[config.mk]
export PLATFORM = sky130hd
export DESIGN_NAME = asp_tx
export DESIGN_NICKNAME = d
export VERILOG_FILES = /design/src/rtl/asp_tx.sv
export SDC_FILE = /design/constraint.sdc
export NUM_CORES = 1
export LEC_CHECK = 0
export BUFFER_PORTS_ARGS = -buffer_cell sky130_fd_sc_hd__buf_2
export CAP_MARGIN = 20
export CORE_AREA = 10 10 81 83
export DETAILED_ROUTE_END_ITERATION = 8
export DIE_AREA = 0 0 91 93
export GPL_TIMING_DRIVEN = 0
export PLACE_DENSITY = 0.77
export SYNTH_ARGS = -nofsm -noshare
export SYNTH_HDL_FRONTEND = slang
export SYNTH_SLANG_ARGS = --single-unit
export TNS_END_PERCENT = 1
[constraint.sdc]
create_clock -name clk -period 5.6 [get_ports clk]
set_clock_uncertainty 0.05 [all_clocks]
set_input_delay 1.4 -clock clk [delete_from_list [all_inputs] [get_ports clk]]
set_output_delay 1.4 -clock clk [all_outputs]
set_load 0.01 [all_outputs]
[src/rtl/asp_tx.sv]
// ASP transmit path: parity-checks host words, sends {data, tag} frames and retries until ACK.
// Define ASP_TX_ODD_PARITY_EN to check odd instead of even parity on host words.
module asp_tx #(
    parameter int                  data_size   = 32,
    parameter int                  tag_size    = 8,
    parameter logic [tag_size-1:0] tag_value   = 8'hAB,
    parameter int                  ack_timeout = 16,
    parameter int                  max_retries = 3
) (
    input  logic                          clk,
    input  logic                          reset,
    input  logic                          data_parity_ready_in,
    input  logic [data_size:0]            data_parity_in,
    input  logic                          network_ACK_in,
    output logic                          host_ready_out,
    output logic                          parity_error_out,
    output logic                          tx_fail_out,
    output logic                          network_data_ready_out,
    output logic [data_size+tag_size-1:0] network_data_tag_out
);

`ifdef ASP_TX_ODD_PARITY_EN
    localparam logic parity_target = 1'b1;
`else
    localparam logic parity_target = 1'b0;
`endif

    localparam logic [7:0] timeout_last = 8'(ack_timeout - 1);
    localparam logic [3:0] retry_limit  = 4'(max_retries);

    typedef enum logic [1:0] {
        IDLE,
        SEND,
        WAIT_ACK
    } state_t;

    state_t     state;
    logic [7:0] timeout_count;
    logic [3:0] retry_count;
    logic       parity_ok;

    assign parity_ok = ((^data_parity_in) == parity_target);

    // Pulse outputs default low every cycle; the FSM raises them for exactly one cycle.
    always_ff @(posedge clk or negedge reset) begin
        if (!reset) begin
            state                  <= IDLE;
            host_ready_out         <= 1'b1;
            parity_error_out       <= 1'b0;
            tx_fail_out            <= 1'b0;
            network_data_ready_out <= 1'b0;
            network_data_tag_out   <= '0;
            timeout_count          <= '0;
            retry_count            <= '0;
        end else begin
            parity_error_out       <= 1'b0;
            tx_fail_out            <= 1'b0;
            network_data_ready_out <= 1'b0;
            case (state)
                IDLE: begin
                    host_ready_out <= 1'b1;
                    if (data_parity_ready_in) begin
                        if (parity_ok) begin
                            network_data_tag_out   <= {data_parity_in[data_size-1:0], tag_value};
                            retry_count            <= '0;
                            network_data_ready_out <= 1'b1;
                            host_ready_out         <= 1'b0;
                            state                  <= SEND;
                        end else begin
                            parity_error_out <= 1'b1;
                        end
                    end
                end
                SEND: begin
                    timeout_count <= '0;
                    state         <= WAIT_ACK;
                end
                WAIT_ACK: begin
                    // ACK is checked first so it wins over a timeout expiring in the same cycle.
                    if (network_ACK_in) begin
                        host_ready_out <= 1'b1;
                        state          <= IDLE;
                    end else if (timeout_count == timeout_last) begin
                        if (retry_count < retry_limit) begin
                            retry_count            <= retry_count + 4'd1;
                            network_data_ready_out <= 1'b1;
                            state                  <= SEND;
                        end else begin
                            tx_fail_out    <= 1'b1;
                            host_ready_out <= 1'b1;
                            state          <= IDLE;
                        end
                    end else begin
                        timeout_count <= timeout_count + 8'd1;
                    end
                end
                default: state <= IDLE;
            endcase
        end
    end

endmodule

==> flow_summary.toml <==
[outcome]
status = "complete, no violations"

[sta]
fin_crit_sh_pct = 57.9
worst_pin_slew_ns = 0.660
hold_violations = 0
rsz0062_at_grt = "no"
holdWs_ns = 0.443
setup_viol = 0
setup_slack_ns = 2.36
relSlewSlack_pct = 56.0
fmax_mhz = 309
final.min_clock_period_ns = 3.24
finalSetupTns_ns = 0
finalMaxSlewViolations = 0

[clocking]
clk_path_buf_depth = 2
cts_max_level = 2
clock-sinks = 51
cts.reportedPaths.clkPinSlew_ns = 0.09
root_buffer = "clkbuf_8"
clock_latency_ns = 0.30
cts_resized = 0
numCtsBuffers = 5
post_cts_buffers = 0
cts_tree = "built"
hold_buffers = 0

[critical_path]
crit_fanout = 10
worst-path-buf-inv = 2
crit_family = "XOR/XNOR gates"
path_class = "primary input to register"
worstReg2RegEnd = "timeout_count[7]"
path_cells = "buf_2, xor2_1, xnor2_1, xnor3_1, or2_2, mux2i_4, buf_6, mux2_2"
worstSetupStartpointType = "primary input"
r2r_cells = 6
crit_required_ns = 5.74
cp_slowest_cell = "xnor3_1"
cp-startpoint = "data_parity_in[19]"
r2r_start = "timeout_count[4]"
r2r_slack_ns = 3.36
critPathMaxStageDelay_ns = 0.45
arrival_ns = 3.38
cp-end-kind = "register"

[finish]
multiInputGateArea_sq_um = 1010
drive_gt1_share_pct = 48.4
final_cell_mix = "77 x buf_2, 50 x dfrtp_1, 30 x xnor2_1"
nFillCells = 454
final_common_cell = "buf_2"
final_cells = 345
seqCellArea_sq_um = 1280
area_growth_pct = 24.8
n_antenna_cell = 0
layout.nets = 313

[drt]
antenna_left = 0
drt-initial-drc-count = 28
wl_per_cell_um = 14.9
vias = 1638
post-route-drc-count = 0
firstDrtPassIters = 5
wl_um = 5140
via_per_inst = 4.75

[pwr]
ir_worst_vdd_uv = 226
power_leakage_nw = 1.43
p_per_area_nw_per_um2 = 498

[global_route]
grt_pass1_wl_um = 8490
antenna_found_initial = 0
grt_max_degree = 29
first_global_vias = 1802
track_usage_pct = 12.2
overflow = 0

[placement]
io_buffers = 77
dp_cells = 337
place_ws_ns = 2.04
dp_hpwl_um = 4130
gp_congestion = 0.771

[synthesis]
synth_top_cell_area_share_pct = 52.4
synthTopCellsByArea = "dfrtp_1 52%, mux2_2 13%, xnor2_1 11%"
ys_warn_count = 0
avgSynthCellArea_sq_um = 12.8
synth_area_sq_um = 2390
synth_cells = 187
synth_top_area_cell = "dfrtp_1"
yosysSeqAreaShare_pct = 53.5
ys_ff_latch = 51
synth_cell_types = 29

[die]
die_w_um = 91
die_h_um = 93
core_area_sq_um = 5010
rows = 26
ioPinCount = 81
start_util_pct = 47.7
fp.dieArea_sq_um = 8460

[worst_hold_path]
hp-start = "network_data_tag_out[27]"
holdCritPathClass = "register to register"
holdPathStages = 1
hold_end = "network_data_tag_out[27]"

[run]
max_cap_violations = 0
-- Yosys cell counts, drive strengths merged --
master    n
mux2     32
nand3     8
mux2i     1
o2bb2ai   1
nor3      1
and3      2
dfstp     1
xor2      4
nor3b     1
inv       4
nand2     5
buf      11
conb      1
o21ai     4
nor2b     3
a31oi     1
a21oi     1
xnor2    30
xnor3     2
or4       1
nand2b    1
nor2     15
ha        2
dfrtp    50
or2       5
-- kinds of logic (layout without fill, tap and decap cells) --
group                    Yosys count  count (layout)  share of synthesized area [%]
AO/OA/AOI/OAI                      7               7                           1.68
XOR/XNOR                          36              36                           14.4
adder cells (fa/ha/maj)            2               2                           1.05
buffers and inverters             15             101                           4.71
flip-flops                        51              51                           53.5
multiplexers                      33              33                           16.0
other                              1               3                          0.157
AND/OR/NAND/NOR                   42              42                           8.53
-- power breakdown --
part | switching [mW] | internal (mW)
logic | 0.323 | 0.379
clock network | 0.117 | 0.0857
registers | 0.0667 | 0.513
total | 0.507 | 0.978
-- metrics by stage --
stage	power (mW)	instance area [sq um]	util, %
2_1_floorplan	1.06	2400	-
3_3_place_gp	1.28	2870	57.3
3_5_place_dp	1.31	2900	57.8
4_1_cts	1.51	2980	59.5
5_1_grt	1.59	2980	59.5
6_report	1.48	2980	59.5
-- registers in the layout, summed over array words and instances (netlist names) --
name / cells
host_ready_out: 1
network_data_ready_out: 1
retry_count: 4
state: 2
tx_fail_out: 1
timeout_count: 8
parity_error_out: 1
network_data_tag_out: 33
-- worst register-to-register path: stages, from the launching register on --
cell     delay (ns)
dfrtp_1        0.42
or4_1          0.55
o21ai_1        0.51
nor2_1         0.19
and3_1         0.22
xnor2_1        0.13
nor2_1         0.05
-- area by class of cell --
type,count,area share (%)
clock buffer,5,2.31
sequential,51,42.8
buffer,11,3.27
timing repair buffer,78,13.8
multi-input combinational,123,33.8
inverter,4,0.504
tap,70,2.94
clock inverter,3,0.504
-- how the worst max path moves through the flow --
stage                                          end  slack, ns  cells past startpoint
after floorplan           network_data_tag_out[32]       2.29                      7
after global placement    network_data_tag_out[20]       2.05                      8
after detailed placement  network_data_tag_out[23]       2.04                      8
after CTS                 network_data_tag_out[23]       2.35                      8
after global routing      network_data_tag_out[21]       2.23                      8
final                     network_data_tag_out[23]       2.36                      8
-- layer usage --
layer  part of all wire [%]  track usage (%)  wire [um]  vias to the layer above
li1                       -                -          -                      783
met1                     44             14.3       2260                      788
met3                    7.2             3.92        369                        7
met2                     48             20.8       2450                       60
met5                      0                0          0                        -
met4                    1.3             4.31         65                        0
(Power assumes the default switching activity.)
